`src/rtl/fewcore_mem_pkg.sv`:
```
// Shared definitions for the load/store path.
// funct3 codes, sequencer states and request classification helpers.
package fewcore_mem_pkg;

  localparam int XLEN_DEF = 32;

  localparam logic [2:0] F3_B  = 3'b000;
  localparam logic [2:0] F3_H  = 3'b001;
  localparam logic [2:0] F3_W  = 3'b010;
  localparam logic [2:0] F3_BU = 3'b100;
  localparam logic [2:0] F3_HU = 3'b101;

  typedef enum logic [1:0] {
    IDLE    = 2'd0,
    RD_WAIT = 2'd1,
    WR      = 2'd2,
    RESP    = 2'd3
  } state_t;

  function automatic logic f3_legal(
    input logic       write,
    input logic [2:0] f3
  );
    logic ok;
    ok = (f3 == F3_B) || (f3 == F3_H) || (f3 == F3_W);
    if (!write) begin
      ok = ok || (f3 == F3_BU) || (f3 == F3_HU);
    end
    return ok;
  endfunction

  function automatic logic misaligned(
    input logic [2:0] f3,
    input logic [1:0] lo
  );
    logic bad;
    unique case (1'b1)
      (f3 == F3_H) || (f3 == F3_HU): bad = lo[0];
      (f3 == F3_W):                  bad = (lo != 2'b00);
      default:                       bad = 1'b0;
    endcase
    return bad;
  endfunction

  // Only a full-word store can skip the read half of the sequence.
  function automatic logic needs_read(
    input logic       write,
    input logic [2:0] f3
  );
    return !(write && (f3 == F3_W));
  endfunction

endpackage

```
`src/rtl/mem_lane_align.sv`:
```
// Byte-lane steering: extract/extend for loads,
// merge of a byte or halfword into a word for stores.
module mem_lane_align
  import fewcore_mem_pkg::*;
#(
  parameter int XLEN = 32
) (
  input  logic [XLEN-1:0] word,
  input  logic [1:0]      lane,
  input  logic [2:0]      funct3,
  input  logic [XLEN-1:0] wdata,
  output logic [XLEN-1:0] load_data,
  output logic [XLEN-1:0] store_word
);

  logic [4:0]      sh;
  logic [7:0]      b;
  logic [15:0]     h;
  logic [XLEN-1:0] mask;

  assign sh = {lane, 3'b000};

  always_comb begin
    b = 8'(word >> sh);
    h = 16'(word >> sh);
    load_data = '0;
    case (funct3)
      F3_B:  load_data = {{(XLEN-8){b[7]}}, b};
      F3_H:  load_data = {{(XLEN-16){h[15]}}, h};
      F3_W:  load_data = word;
      F3_BU: load_data = {{(XLEN-8){1'b0}}, b};
      F3_HU: load_data = {{(XLEN-16){1'b0}}, h};
      default: load_data = '0;
    endcase
  end

  always_comb begin
    mask = '1;
    case (funct3)
      F3_B: mask = {{(XLEN-8){1'b0}}, 8'hFF} << sh;
      F3_H: mask = {{(XLEN-16){1'b0}}, 16'hFFFF} << sh;
      default: mask = '1;
    endcase
    store_word = (word & ~mask) | ((wdata << sh) & mask);
  end

endmodule

```
`src/rtl/mem_access_unit.sv`:
```
// Load/store sequencer between execute and data memory.
// Sub-word stores run as read-modify-write of the whole word.
module mem_access_unit
  import fewcore_mem_pkg::*;
#(
  parameter int XLEN         = 32,
  parameter int READ_LATENCY = 1
) (
  input  logic            clk,
  input  logic            rst_n,
  input  logic            req_valid,
  output logic            req_ready,
  input  logic            req_write,
  input  logic [2:0]      req_funct3,
  input  logic [XLEN-1:0] req_addr,
  input  logic [XLEN-1:0] req_wdata,
  output logic            resp_valid,
  input  logic            resp_ready,
  output logic [XLEN-1:0] resp_rdata,
  output logic            resp_err,
  output logic [XLEN-1:0] mem_read_address,
  output logic [XLEN-1:0] mem_write_address,
  output logic [XLEN-1:0] mem_data_write,
  output logic            mem_write_enabled,
  input  logic [XLEN-1:0] mem_data_out
);

  localparam int CW =
    (READ_LATENCY < 2) ? 1 : $clog2(READ_LATENCY + 1);
  localparam logic [CW-1:0] LAT = CW'(READ_LATENCY);

  state_t          state;
  logic            r_write;
  logic [2:0]      r_f3;
  logic [1:0]      r_lane;
  logic [XLEN-1:0] r_wdata;
  logic [CW-1:0]   cnt;
  logic [XLEN-1:0] load_data;
  logic [XLEN-1:0] store_word;
  logic [XLEN-1:0] word_addr;
  logic            req_bad;

  assign word_addr = {req_addr[XLEN-1:2], 2'b00};
  assign req_bad   = !f3_legal(req_write, req_funct3)
                   || misaligned(req_funct3, req_addr[1:0]);

  mem_lane_align #(
    .XLEN(XLEN)
  ) u_align (
    .word      (mem_data_out),
    .lane      (r_lane),
    .funct3    (r_f3),
    .wdata     (r_wdata),
    .load_data (load_data),
    .store_word(store_word)
  );

  always_ff @(posedge clk or negedge rst_n) begin
    if (!rst_n) begin
      state             <= IDLE;
      req_ready         <= 1'b1;
      resp_valid        <= 1'b0;
      resp_err          <= 1'b0;
      resp_rdata        <= '0;
      mem_read_address  <= '0;
      mem_write_address <= '0;
      mem_data_write    <= '0;
      mem_write_enabled <= 1'b0;
      r_write           <= 1'b0;
      r_f3              <= '0;
      r_lane            <= '0;
      r_wdata           <= '0;
      cnt               <= '0;
    end else begin
      mem_write_enabled <= 1'b0;
      unique case (state)
        IDLE: begin
          if (req_valid && req_ready) begin
            req_ready <= 1'b0;
            r_write   <= req_write;
            r_f3      <= req_funct3;
            r_lane    <= req_addr[1:0];
            r_wdata   <= req_wdata;
            if (req_bad) begin
              state      <= RESP;
              resp_valid <= 1'b1;
              resp_err   <= 1'b1;
              resp_rdata <= '0;
            end else if (!needs_read(req_write, req_funct3)) begin
              state             <= WR;
              mem_write_address <= word_addr;
              mem_data_write    <= req_wdata;
              mem_write_enabled <= 1'b1;
            end else begin
              state            <= RD_WAIT;
              mem_read_address <= word_addr;
              cnt              <= LAT;
            end
          end
        end
        RD_WAIT: begin
          // Memory word is sampled once the counter has drained.
          if (cnt != '0) begin
            cnt <= cnt - 1'b1;
          end else if (r_write) begin
            state             <= WR;
            mem_write_address <= mem_read_address;
            mem_data_write    <= store_word;
            mem_write_enabled <= 1'b1;
          end else begin
            state      <= RESP;
            resp_valid <= 1'b1;
            resp_err   <= 1'b0;
            resp_rdata <= load_data;
          end
        end
        WR: begin
          state      <= RESP;
          resp_valid <= 1'b1;
          resp_err   <= 1'b0;
          resp_rdata <= '0;
        end
        RESP: begin
          if (resp_ready) begin
            state      <= IDLE;
            req_ready  <= 1'b1;
            resp_valid <= 1'b0;
            resp_err   <= 1'b0;
            resp_rdata <= '0;
          end
        end
      endcase
    end
  end

endmodule

```
`config.mk`:
```
export PLATFORM = sky130hd
export DESIGN_NAME = mem_access_unit
export DESIGN_NICKNAME = d
export VERILOG_FILES = /design/src/rtl/fewcore_mem_pkg.sv /design/src/rtl/mem_lane_align.sv /design/src/rtl/mem_access_unit.sv
export SDC_FILE = /design/constraint.sdc
export NUM_CORES = 1
export LEC_CHECK = 0
export CAP_MARGIN = 20
export CORE_UTILIZATION = 51
export CTS_BUF_LIST = sky130_fd_sc_hd__clkbuf_8
export DETAILED_ROUTE_END_ITERATION = 10
export GPL_TIMING_DRIVEN = 0
export MAX_ROUTING_LAYER = met4
export PLACE_DENSITY = 0.91
export SETUP_SLACK_MARGIN = 0.02
export SYNTH_ARGS = -nofsm -noshare
export SYNTH_HDL_FRONTEND = slang
export SYNTH_SLANG_ARGS = --single-unit
```
`constraint.sdc`:
```
create_clock -name clk -period 2.6 [get_ports clk]
set_input_delay 0.26 -clock clk [delete_from_list [all_inputs] [get_ports clk]]
set_output_delay 0.26 -clock clk [all_outputs]
set_load 0.02 [all_outputs]
```
==> results.cfg <==
[clock_network]
clk_path_buf_depth = 2
clk_pin_slew_ns = 0.10
numClockSinks = 169
post_cts_resized = 0
cts_tree = yes
numCtsBuffers = 17
htreeDepth = 4
clk_latency_ns = 0.48
root_buffer = clkbuf_8

[place]
placedCellCount = 1234
place.gp.congestion = 0.949
portBuffers = 231
dp_hpwl_mm = 21.1

[logic_synthesis]
netlist.area_leader.share_pct = 47.4
ys_warn_count = 0
synthFlopType = dfrtp_1
synth_edf_count = 0
ys_top_cells_by_area = dfrtp_1 (47%), mux2_2 (10%), mux2i_1 (5.6%), o21ai_0 (3.1%), o2bb2ai_1 (3.1%)
synth-seq-cells = 169
synth_cells = 779
ys_types = 61
seq_area_frac_synth_pct = 47.6
synthesis.area_um2 = 8880
async_flop_share_pct = 100
yosysTopAreaCell = dfrtp_1
avgSynthCellArea_um2 = 11.4

[grt]
grt_first_pass_wirelength_mm = 43.3
grt.overflow.total = 0
grt_max_degree = 103
grt_usage_pct = 33.1
grt_pass1_vias = 7813
antenna_found_initial = 0

[floorplan]
fp.dieW_um = 134
start_util_pct = 52.8
die_area_um2 = 17900
die_y_um = 134
rows = 47
core_um2 = 16800
ioPinCount = 236

[timing]
rsz0062_at_grt = false
finalCritPeriodShare_pct = 95.4
fin_setup_tns_ns = 0
finalSetupViolCount = 0
max_slew_margin_pct = 48.1
fin_skew_ns = 0.0197
hold_viol = 0
whs_ns = 0.326
drv_slew = 0
fmax_mhz = 403
period_needed_ns = 2.48
tightest_slew_ns = 0.779

[setup_path]
crit_chain = inv_1 -> ha_1 -> buf_4 -> buf_2 -> buf_1 -> a31oi_1 -> mux2_2
start_kind = flip-flop
worstPathRequired_ns = 2.95
path_class = flip-flop to flip-flop
reg2reg_setup_slack_ns = 0.12
max_stage_delay_ns = 0.63
critPathArrivalTime_ns = 2.83
crit_fanout = 10
cp-end-kind = flip-flop
critPathSlowestCell = buf_1

[finish]
multiInputGateArea_um2 = 4200
layout.cells.non_filler = 1268
antenna_cells = 0
nFillCells = 1279
syn_to_final_growth_pct = 34.3
layout.nets = 1143
layout-drive-gt1-share_pct = 16.8
regArea_um2 = 4230

[routing]
viasPerCell = 6.15
dr_total_vias = 7792
routed_wl_mm = 28.0
drt_iter0_markers = 547
first_pass_iters = 5
drc = 0
ant_nets = 0
wire_per_inst_um = 22.1

[worst_hold_path]
worstHoldPathType = input port to asynchronous set/reset pin

[outcome]
status = finished clean

[flow_run]
max_cap_violations = 0

[pwr]
peakVddDrop_mv = 0.838
leakagePower_nw = 4.84
p_per_area_nw_per_um2 = 1320
[critical path: cells and delay by family, from the launching register on]
kind,cells,cell delay [ns]
AOI/OAI and AO/OA,1,0.25
adders and majority gates,1,0.15
buffers and inverters,4,1.22
DFF,1,0.42
muxes,1,0.33
[layout by cell type, fill, tap and decap left out, types with 7 or more instances in the layout]
| cell | count |
|---|---|
| a211oi_1 | 23 |
| a21oi_1 | 17 |
| a22o_1 | 7 |
| a22oi_1 | 9 |
| a31oi_1 | 25 |
| buf_1 | 7 |
| buf_2 | 21 |
| buf_4 | 8 |
| buf_6 | 8 |
| clkbuf_1 | 28 |
| clkbuf_8 | 17 |
| clkdlybuf4s50_1 | 230 |
| dfrtp_1 | 168 |
| inv_1 | 18 |
| mux2_1 | 11 |
| mux2_2 | 82 |
| mux2i_1 | 50 |
| mux4_2 | 8 |
| nand2_1 | 11 |
| nand2b_1 | 11 |
| nand3_1 | 28 |
| nand3b_1 | 14 |
| nand4b_1 | 8 |
| nor2_1 | 28 |
| o211ai_1 | 9 |
| o21ai_0 | 55 |
| o21ai_1 | 29 |
| o22ai_1 | 10 |
| o2bb2ai_1 | 31 |
| o311a_1 | 8 |
| o31ai_1 | 9 |
[stage by stage]
stage	utilization [%]	total power, W	setup WS (ns)	area, um2
floorplan	-	0.0102	0.487	8890
global placement	68.2	0.0134	-5.56	11500
detailed placement	68.4	0.0137	-0.0763	11500
CTS	70.9	0.0157	0.146	11900
global route	70.9	0.0166	0.0384	11900
finish	70.9	0.0157	0.120	11900
[layout make-up]
type                       instances  share of cell area [%]
sequential                       169                    35.5
timing repair buffer             234                    19.8
clock buffer                      17                    1.96
tap                              220                    2.31
clock inverter                    15                    1.40
inverter                          17                   0.535
multi-input combinational        524                    35.2
buffer                            72                    3.30
[cell usage after synthesis (all sizes together) (2+ instances only)]
library cell,count
a211oi,23
a21oi,17
a221oi,3
a22o,7
a22oi,9
a31oi,25
and3,2
buf,44
clkbuf,28
dfrtp,168
ha,4
inv,17
mux2,93
mux2i,50
mux4,9
nand2,12
nand2b,11
nand3,28
nand3b,15
nand4,2
nand4b,8
nor2,29
nor2b,3
o211ai,9
o21ai,84
o21bai,2
o22ai,10
o2bb2ai,32
o311a,8
o31ai,9
or2,2
[report_power, final]
part           leakage (nW)  internal, W  switching (W)
Combinational          2.53      0.00413        0.00498
Clock                 0.199     0.000877        0.00106
Sequential             2.12      0.00379       0.000887
Total                  4.84      0.00880        0.00693
[kinds of logic (layout without fill, tap and decap cells)]
logic type	Yosys count	after routing	share of synthesized area, %
AO/OA/AOI/OAI	245	245	19.0
flip-flops	169	169	47.6
multiplexers	152	152	19.8
AND/OR/NAND/NOR	118	118	7.77
buffers and inverters	89	355	5.16
adder cells (fa/ha/maj)	4	4	0.564
other	1	4	0.0422
XOR/XNOR	1	1	0.0987
[state kept, by name, indices dropped and copies added (netlist names), 2 cells and up]
signal,flops
mem_write_address,30
mem_read_address,30
mem_data_write,32
r_wdata,32
state,2
r_f3,3
resp_rdata,32
r_lane,2
[path summary, 6_finish.rpt]
check / start / cells after the start / endpoint
worst min register to register: resp_rdata[29] / 1 / resp_rdata[29]
worst max-delay path: state[1] / 7 / mem_data_write[30]
worst max register to register: state[1] / 7 / mem_data_write[30]
max in group asynchronous: rst_n / 3 / req_ready
worst min-delay path: rst_n / 2 / mem_data_write[26]
min in group clk: req_wdata[22] / 3 / mem_data_write[22]
[timing repair]
item / in CTS / in global routing
endpoints found under the setup margin: 0 / 6
hold buffers: 1 / 0
hold endpoints to repair: 67 / 0
buffers inserted: 0 / 1
[per-layer routing]
layer / part of all wire (%) / wire, um / up-vias / global-route usage [%]
met5: 0 / 0 / - / -
met4: 3.8 / 1060 / 0 / 14.1
met3: 8.6 / 2420 / 80 / 8.16
met2: 48 / 13400 / 429 / 52.6
met1: 40 / 11200 / 3832 / 40.1
li1: - / - / 3451 / -
Power figures use the tool's default switching activity.
